[config.mk]
export PLATFORM = sky130hd
export DESIGN_NAME = offset_sub
export DESIGN_NICKNAME = d
export VERILOG_FILES = /design/src/rtl/offset_sub_pkg.sv /design/src/rtl/offset_sub_sat_sub.sv /design/src/rtl/offset_sub.sv
export SDC_FILE = /design/constraint.sdc
export NUM_CORES = 2
export LEC_CHECK = 0
export BUFFER_PORTS_ARGS = -buffer_cell sky130_fd_sc_hd__buf_2
export CORE_AREA = 4 4 453 455
export CTS_CLUSTER_DIAMETER = 50
export DETAILED_ROUTE_END_ITERATION = 16
export DIE_AREA = 0 0 457 459
export GPL_ROUTABILITY_DRIVEN = 0
export PLACE_DENSITY = 0.4
export REMOVE_ABC_BUFFERS = 1
export SLEW_MARGIN = 20
export SYNTH_ARGS = -nofsm -noshare
export SYNTH_HDL_FRONTEND = slang
export SYNTH_SLANG_ARGS = --single-unit
[constraint.sdc]
create_clock -name clk -period 9.01 [get_ports clk]
set_input_delay 2.703 -clock clk [delete_from_list [all_inputs] [get_ports clk]]
set_output_delay 2.703 -clock clk [all_outputs]
set_load 0.1 [all_outputs]
[src/rtl/offset_sub_pkg.sv]
// Shared constants, saturation limits and FSM encoding for the offset
// subtractor (offset_sub and its saturating subtractor).
package offset_sub_pkg;
  localparam int W      = 16;
  localparam int N_ELEM = 24;
  localparam int N      = N_ELEM * W;
  localparam int IDX_W  = $clog2(N_ELEM);
  localparam int CNT_W  = 5;

  localparam logic [W-1:0]     SAT_MAX  = 16'h7fff;
  localparam logic [W-1:0]     SAT_MIN  = 16'h8000;
  localparam logic [IDX_W-1:0] IDX_LAST = IDX_W'(N_ELEM - 1);

  typedef enum logic [1:0] {
    IDLE = 2'd0,
    RUN  = 2'd1,
    HOLD = 2'd2
  } state_e;
endpackage

[src/rtl/offset_sub_sat_sub.sv]
// Combinational signed a - b, clamped to the W-bit two's complement range.
module offset_sub_sat_sub
  import offset_sub_pkg::*;
(
  input  logic [W-1:0] a_i,
  input  logic [W-1:0] b_i,
  output logic [W-1:0] y_o,
  output logic         sat_o
);
  logic [W:0] diff;

  always_comb begin
    diff  = {a_i[W-1], a_i} - {b_i[W-1], b_i};
    // Overflow when the two top bits of the widened difference disagree.
    sat_o = diff[W] ^ diff[W-1];
    if (sat_o) y_o = diff[W] ? SAT_MIN : SAT_MAX;
    else       y_o = diff[W-1:0];
  end
endmodule

[src/rtl/offset_sub.sv]
// Removes a captured per-element offset from a packed sample vector, one
// element per cycle through a shared saturating subtractor.
//
// Handshakes: a transfer happens on a rising edge where valid and ready are
// both 1. in_ready is 1 only in IDLE; out_valid is 1 only in HOLD, where
// out_vec and sat_cnt stay stable until out_ready is seen.
module offset_sub
  import offset_sub_pkg::*;
(
  input  logic             clk,
  input  logic             rst_n,
  input  logic             in_valid,
  output logic             in_ready,
  input  logic [N-1:0]     in_vec,
  input  logic [N-1:0]     offset_vec,
  output logic             out_valid,
  input  logic             out_ready,
  output logic [N-1:0]     out_vec,
  output logic [CNT_W-1:0] sat_cnt,
  output state_e           state_dbg
);
  state_e             state_q, state_d;
  logic [IDX_W-1:0]   idx_q, idx_d;
  logic [N-1:0]       in_q, in_d;
  logic [N-1:0]       off_q, off_d;
  logic [N-1:0]       out_q, out_d;
  logic [CNT_W-1:0]   cnt_q, cnt_d;
  logic [W-1:0]       elem_y;
  logic               elem_sat;
  logic               accept;

  offset_sub_sat_sub u_sat_sub (
    .a_i   (in_q[idx_q*W +: W]),
    .b_i   (off_q[idx_q*W +: W]),
    .y_o   (elem_y),
    .sat_o (elem_sat)
  );

  always_ff @(posedge clk or negedge rst_n) begin
    if (!rst_n) state_q <= IDLE;
    else        state_q <= state_d;
  end

  always_comb begin
    state_d = state_q;
    case (state_q)
      IDLE:    if (in_valid)          state_d = RUN;
      RUN:     if (idx_q == IDX_LAST) state_d = HOLD;
      HOLD:    if (out_ready)         state_d = IDLE;
      default:                        state_d = IDLE;
    endcase
  end

  always_comb begin
    in_ready  = (state_q == IDLE);
    out_valid = (state_q == HOLD);
  end

  assign accept = in_ready && in_valid;

  always_comb begin
    idx_d = idx_q;
    in_d  = in_q;
    off_d = off_q;
    out_d = out_q;
    cnt_d = cnt_q;
    if (accept) begin
      in_d  = in_vec;
      off_d = offset_vec;
      cnt_d = '0;
      idx_d = '0;
    end else if (state_q == RUN) begin
      out_d[idx_q*W +: W] = elem_y;
      if (elem_sat) cnt_d = cnt_q + CNT_W'(1);
      // Wrap to 0 on the last element so the counter is clean for HOLD.
      idx_d = (idx_q == IDX_LAST) ? '0 : idx_q + IDX_W'(1);
    end
  end

  always_ff @(posedge clk or negedge rst_n) begin
    if (!rst_n) begin
      idx_q <= '0;
      in_q  <= '0;
      off_q <= '0;
      out_q <= '0;
      cnt_q <= '0;
    end else begin
      idx_q <= idx_d;
      in_q  <= in_d;
      off_q <= off_d;
      out_q <= out_d;
      cnt_q <= cnt_d;
    end
  end

  assign out_vec   = out_q;
  assign sat_cnt   = cnt_q;
  assign state_dbg = state_q;
endmodule
# == Yosys cells after proc, flatten, opt, wreduce, memory -nomap -nowiden ==
# Index checks and enable logic that the tools add are counted.
# word_totals
regBits,1164
out_inout_bits,393
elab_cells,42
# classes
n_addsub,4
n_eq_ne,6
n_shift,4
muxes,13
bitwise,2
reduce_logical,7
# op_table
op,count
$shiftx 384x10->16,2
$bwmux 384,1
$shift 16x34->384 const A,1
$shiftx 16x34->384,1
$neg 9->34,1
$mux 16,2
$mux 5,6
$sub 16x16->17,1
$add 5x1->5 const B,2
$mux 2,3
$pmux 2 s3,1
$eq 5x5->1 const B,1
$ne 2x1->1 const B,2
$reduce_and 2->1,2
$reduce_bool 2->1,2
$reduce_and 3->1,1
$eq 2x1->1 const B,1
$eq 2x2->1 const B,1
$logic_not 2->1,1
$ne 2x2->1 const B,1
$logic_and 1x1->1,1
$not 1->1,1
$xor 1x1->1,1

# == Depth between registers and ports, before layout ==
# logic_depth
depth_word,6
mapped_depth,21
ltp_nobuf,14

# == By module ==
# A second synthesis with hierarchy kept.
# hier_totals
hier_cells,3783
hier_area_um2,52575.4
# modules_own_cells
module,n_inst,cells_each,area_each_um2,seq_area_each_um2
offset_sub,1,3587,51142.8,29127.9
offset_sub_sat_sub,1,196,1432.6,0.0

# == Worst setup path before layout ==
# OpenSTA, ideal clock, no wires.
# synth_path
kind,register to output
startpoint,register state_q[1] (netlist: state_dbg[1])
endpoint,output out_valid
arrival_time_ns,2.419
setup_slack_ns,3.888
path_stages_with_launch,2
n_path_buf,0
cell_sequence,dfrtp_1 -> nor2b_1
# synth_between
elab_chain_cells,1
# synth_lines
item,line_no,source
start: declaration,offset_sub.sv:22,"state_e state_q, state_d;"
start signal: assignment,offset_sub.sv:41,else state_q <= state_d;
$eq 2x2->1,offset_sub.sv:56,out_valid = (state_q == HOLD);
end: declaration,offset_sub.sv:16,"output logic out_valid,"
# Every way passes these cells.

# == Worst setup path in the final report ==
# layout_path
startpoint,register idx_q[0]
endpoint,register out_q[216] (netlist: out_vec[216])
# layout_between
elab_chain_cells,6
elab_cells_between_ends,10
# layout_lines
item,line_no,source
start: declaration,offset_sub.sv:23,"logic [IDX_W-1:0] idx_q, idx_d;"
start signal: assignment,offset_sub.sv:88,idx_q <= idx_d;
"$shiftx 384x10->16, on equally long branches","offset_sub.sv:33, offset_sub.sv:34",
$sub 16x16->17,offset_sub_sat_sub.sv:13,"diff = {a_i[W-1], a_i} - {b_i[W-1], b_i};"
$mux 16 or $xor 1x1->1 (tied branches),"offset_sub_sat_sub.sv:16, offset_sub_sat_sub.sv:15",
$mux 16,offset_sub_sat_sub.sv:16,if (sat_o) y_o = diff[W] ? SAT_MIN : SAT_MAX;
$shiftx 16x34->384,offset_sub.sv:73,out_d[idx_q*W +: W] = elem_y;
$bwmux 384 (*),offset_sub.sv:73,
end signal: assignment,offset_sub.sv:91,out_q <= out_d;
end: declaration,offset_sub.sv:26,"logic [N-1:0] out_q, out_d;"
# Every way passes the cells marked *; elsewhere a longest branch is shown, timed or not.
# A chain may end at the register's enable or synchronous reset.

==> qor.txt <==
GRT Util Overall: 0.2152
final WL: 230500 um
PortBufs: 1164
Synth cell types: 61
Mean Syn Cell Area: 9.805 um^2
worst skew pair latency: 0.83 ns
Final Max Slew Viols: 0
EDFF count, synth: 0
Synthesis Warnings: 0
most common cell after layout, fill and taps aside: nand2_1
Avg WL per Cell: 25.44 um
CTS tree: done
Post-CTS Setup Inserts: 0
drt pass-1 iters: 6
most common flop cell mapped by yosys: dfrtp_1
Final setup viols: 0
Initial Util: 0.2501
CP max-delay cell: dfrtp_4
antenna violations before repair: 62
Synth async-reset ratio: 1.000
# rows: 165
nets: 7013
CP bufs+invs: 1
R2R Path End: out_vec[216]
CP max FO: 35
relative slew slack: 0.2326
CTS buffer count: 163
most frequent cells in the layout: nand2_1 (2471), buf_2 (1163), dfrtp_1 (1160)
Resized cells post-CTS: 0
f_max: 149.6 MHz
CTS sink cnt: 1164
CP delay by family, top: simple AND/OR/NAND/NOR gates
Final Instance Area: 64890 um^2
fin util: 0.3224
first-pass GRT wire length: 323300 um
1st-iter DRT viols: 2881
CP Cell Sequence: buf_4 > mux4_2 > mux4_2 > nand2_1 > o21ai_0 > ha_1 > a21o_1 > nand4_1 > and3_1 > a21bo_1 > nand2_1 > nand3_2 > a21oi_1
Core Area: 201300 um^2
final antenna-violating net count: 0
Synth Instances: 5135
status: finished, final reports clean
post-DP HPWL: 168100 um
RSZ-0062 raised after global routing: no
# DRC: 0
delay of the slowest cell on the worst path: 1.02 ns
Max Buffers Root-to-Sink: 3
Critical Path Start Type: flip-flop
Reg2Reg Depth: 13
Final Cycle Share: 0.7418
total die area: 209800 um^2
Max Cap Violations: 0
path type of the worst setup path: flip-flop to flip-flop
post-layout minimum cycle time: 6.684 ns
vias per cell: 4.611
share of cells above drive strength 1: 0.2939
capturing element type of the critical path: flip-flop
reg2reg start: idx_q[0]
grt ovf: 0
Layout area overhead: 28.88%
H-tree depth: 4
# hold bufs at CTS: 0
CTS clock-pin slew for the worst setup and hold paths: 0.06 ns
Die X: 457 um
FF-to-FF setup slack: 2.33 ns
largest net degree at the start of global routing: 204
sequential fraction of the synthesis area: 0.5785
placed inst area: 59240 um^2
Seq cells post-synth: 1164
CP Depth: 13
root buf cell: clkbuf_16
I/O pin total: 1165
Worst-Margin Slew: 1.151 ns
Critical Path Sink: out_vec[216]
vias: 41.78k
Hold Violations, Final: 0
CP startpoint: idx_q[0]
CP Data Required Time: 9.71 ns
HP Class: flip-flop to flip-flop
Worst EP arrival: 7.38 ns
vias in the first global route: 43.13k
synthesized cell area: 50350 um^2
clk_skew: 0.04771 ns
die height: 459 um
## kinds of logic (layout without fill, tap and decap cells)
logic type	count (synthesis)	count (layout)	synth area share
AOI/OAI and AO/OA	439	439	0.04988
muxes	309	309	0.1183
DFF	1164	1164	0.5785
other	0	37	0
buffers and inverters	330	1547	0.02589
adders and majority gates	22	22	0.005567
and+or+nand+nor	2860	2860	0.2198
xor gates and xnor gates	11	11	0.002063
## per-layer routing
layer / part of all wire / track usage / routed length (um)
met1: 0.42 / 0.2746 / 96540
met2: 0.47 / 0.3459 / 107900
met4: 0.050 / 0.1013 / 11580
met3: 0.062 / 0.05036 / 14340
met5: 0.00063 / 0 / 145
## through the flow
stage	worst slack [ns]	cells	setup TNS, ns	hold WS, ns
3_5_place_dp	1.947	8726	0	0.4575
3_3_place_gp	2.018	8726	0	0.4527
6_report	2.326	9061	0	0.4678
4_1_cts	1.931	9023	0	0.4717
2_1_floorplan	-8.224	4816	-6110.62	0.4403
5_1_grt	1.928	9042	0	0.4867
## Yosys cell counts, drive strengths merged, types with 4 or more instances
cell type	instances	area [um^2]
nor4	4	25.02
o211ai	4	35.03
xor2	4	35.03
nand3	28	140.1
o31ai	48	360.4
and3	7	48.80
buf	63	300.3
a21oi	250	1326
mux2i	37	370.4
inv	10	37.54
nor3	36	290.3
mux4	224	5045
xnor2	7	68.82
nand2b	7	43.79
or3	4	25.02
nor2	277	1042
clkbuf	256	962.2
or4	4	30.03
a211oi	8	70.06
and2	6	37.53
o21ai	107	539.3
dfrtp	1164	29130
nand4	4	25.02
a21o	5	37.54
mux2	48	540.5
nand2	2473	9283
ha	20	250.2
## sequential cells by signal, indices dropped and copies added (netlist names)
| name | cells |
|---|---|
| idx_q | 5 |
| out_vec | 384 |
| sat_cnt | 5 |
| state_dbg | 2 |
| off_q | 384 |
| in_q | 384 |
## worst min-delay path by stage
stage                          start         end  slack, ns  cells after the start
after global routing      off_q[107]  off_q[107]       0.49                      2
after detailed placement   off_q[14]   off_q[14]       0.46                      2
after floorplan            in_q[100]   in_q[100]       0.44                      2
final                       in_q[59]    in_q[59]       0.47                      2
after global placement    off_q[356]  off_q[356]       0.45                      2
after CTS                 off_q[181]  off_q[181]       0.47                      2
## worst register-to-register path, stage by stage (launching register included)
cell and delay [ns]:
dfrtp_4 1.02, buf_4 0.82, mux4_2 0.62, mux4_2 0.52, nand2_1 0.09, o21ai_0 0.13, ha_1 0.54, a21o_1 0.20
nand4_1 0.16, and3_1 0.23, a21bo_1 0.30, nand2_1 0.50, nand3_2 1.01, a21oi_1 0.46
## layout make-up
cell class | count | area [um^2]
fillers | 21313 | 136400
multi-input cells | 3641 | 20080
inverters | 11 | 42.54
clock buffers | 218 | 4557
diodes | 37 | 92.59
repair buffers | 1239 | 6666
well taps | 2672 | 3343
clock inverters | 79 | 963.4
flip-flops and latches | 1164 | 29140
Power is not shown: default switching activity piles up to over one toggle a cycle in this logic, so the estimate is an artifact.
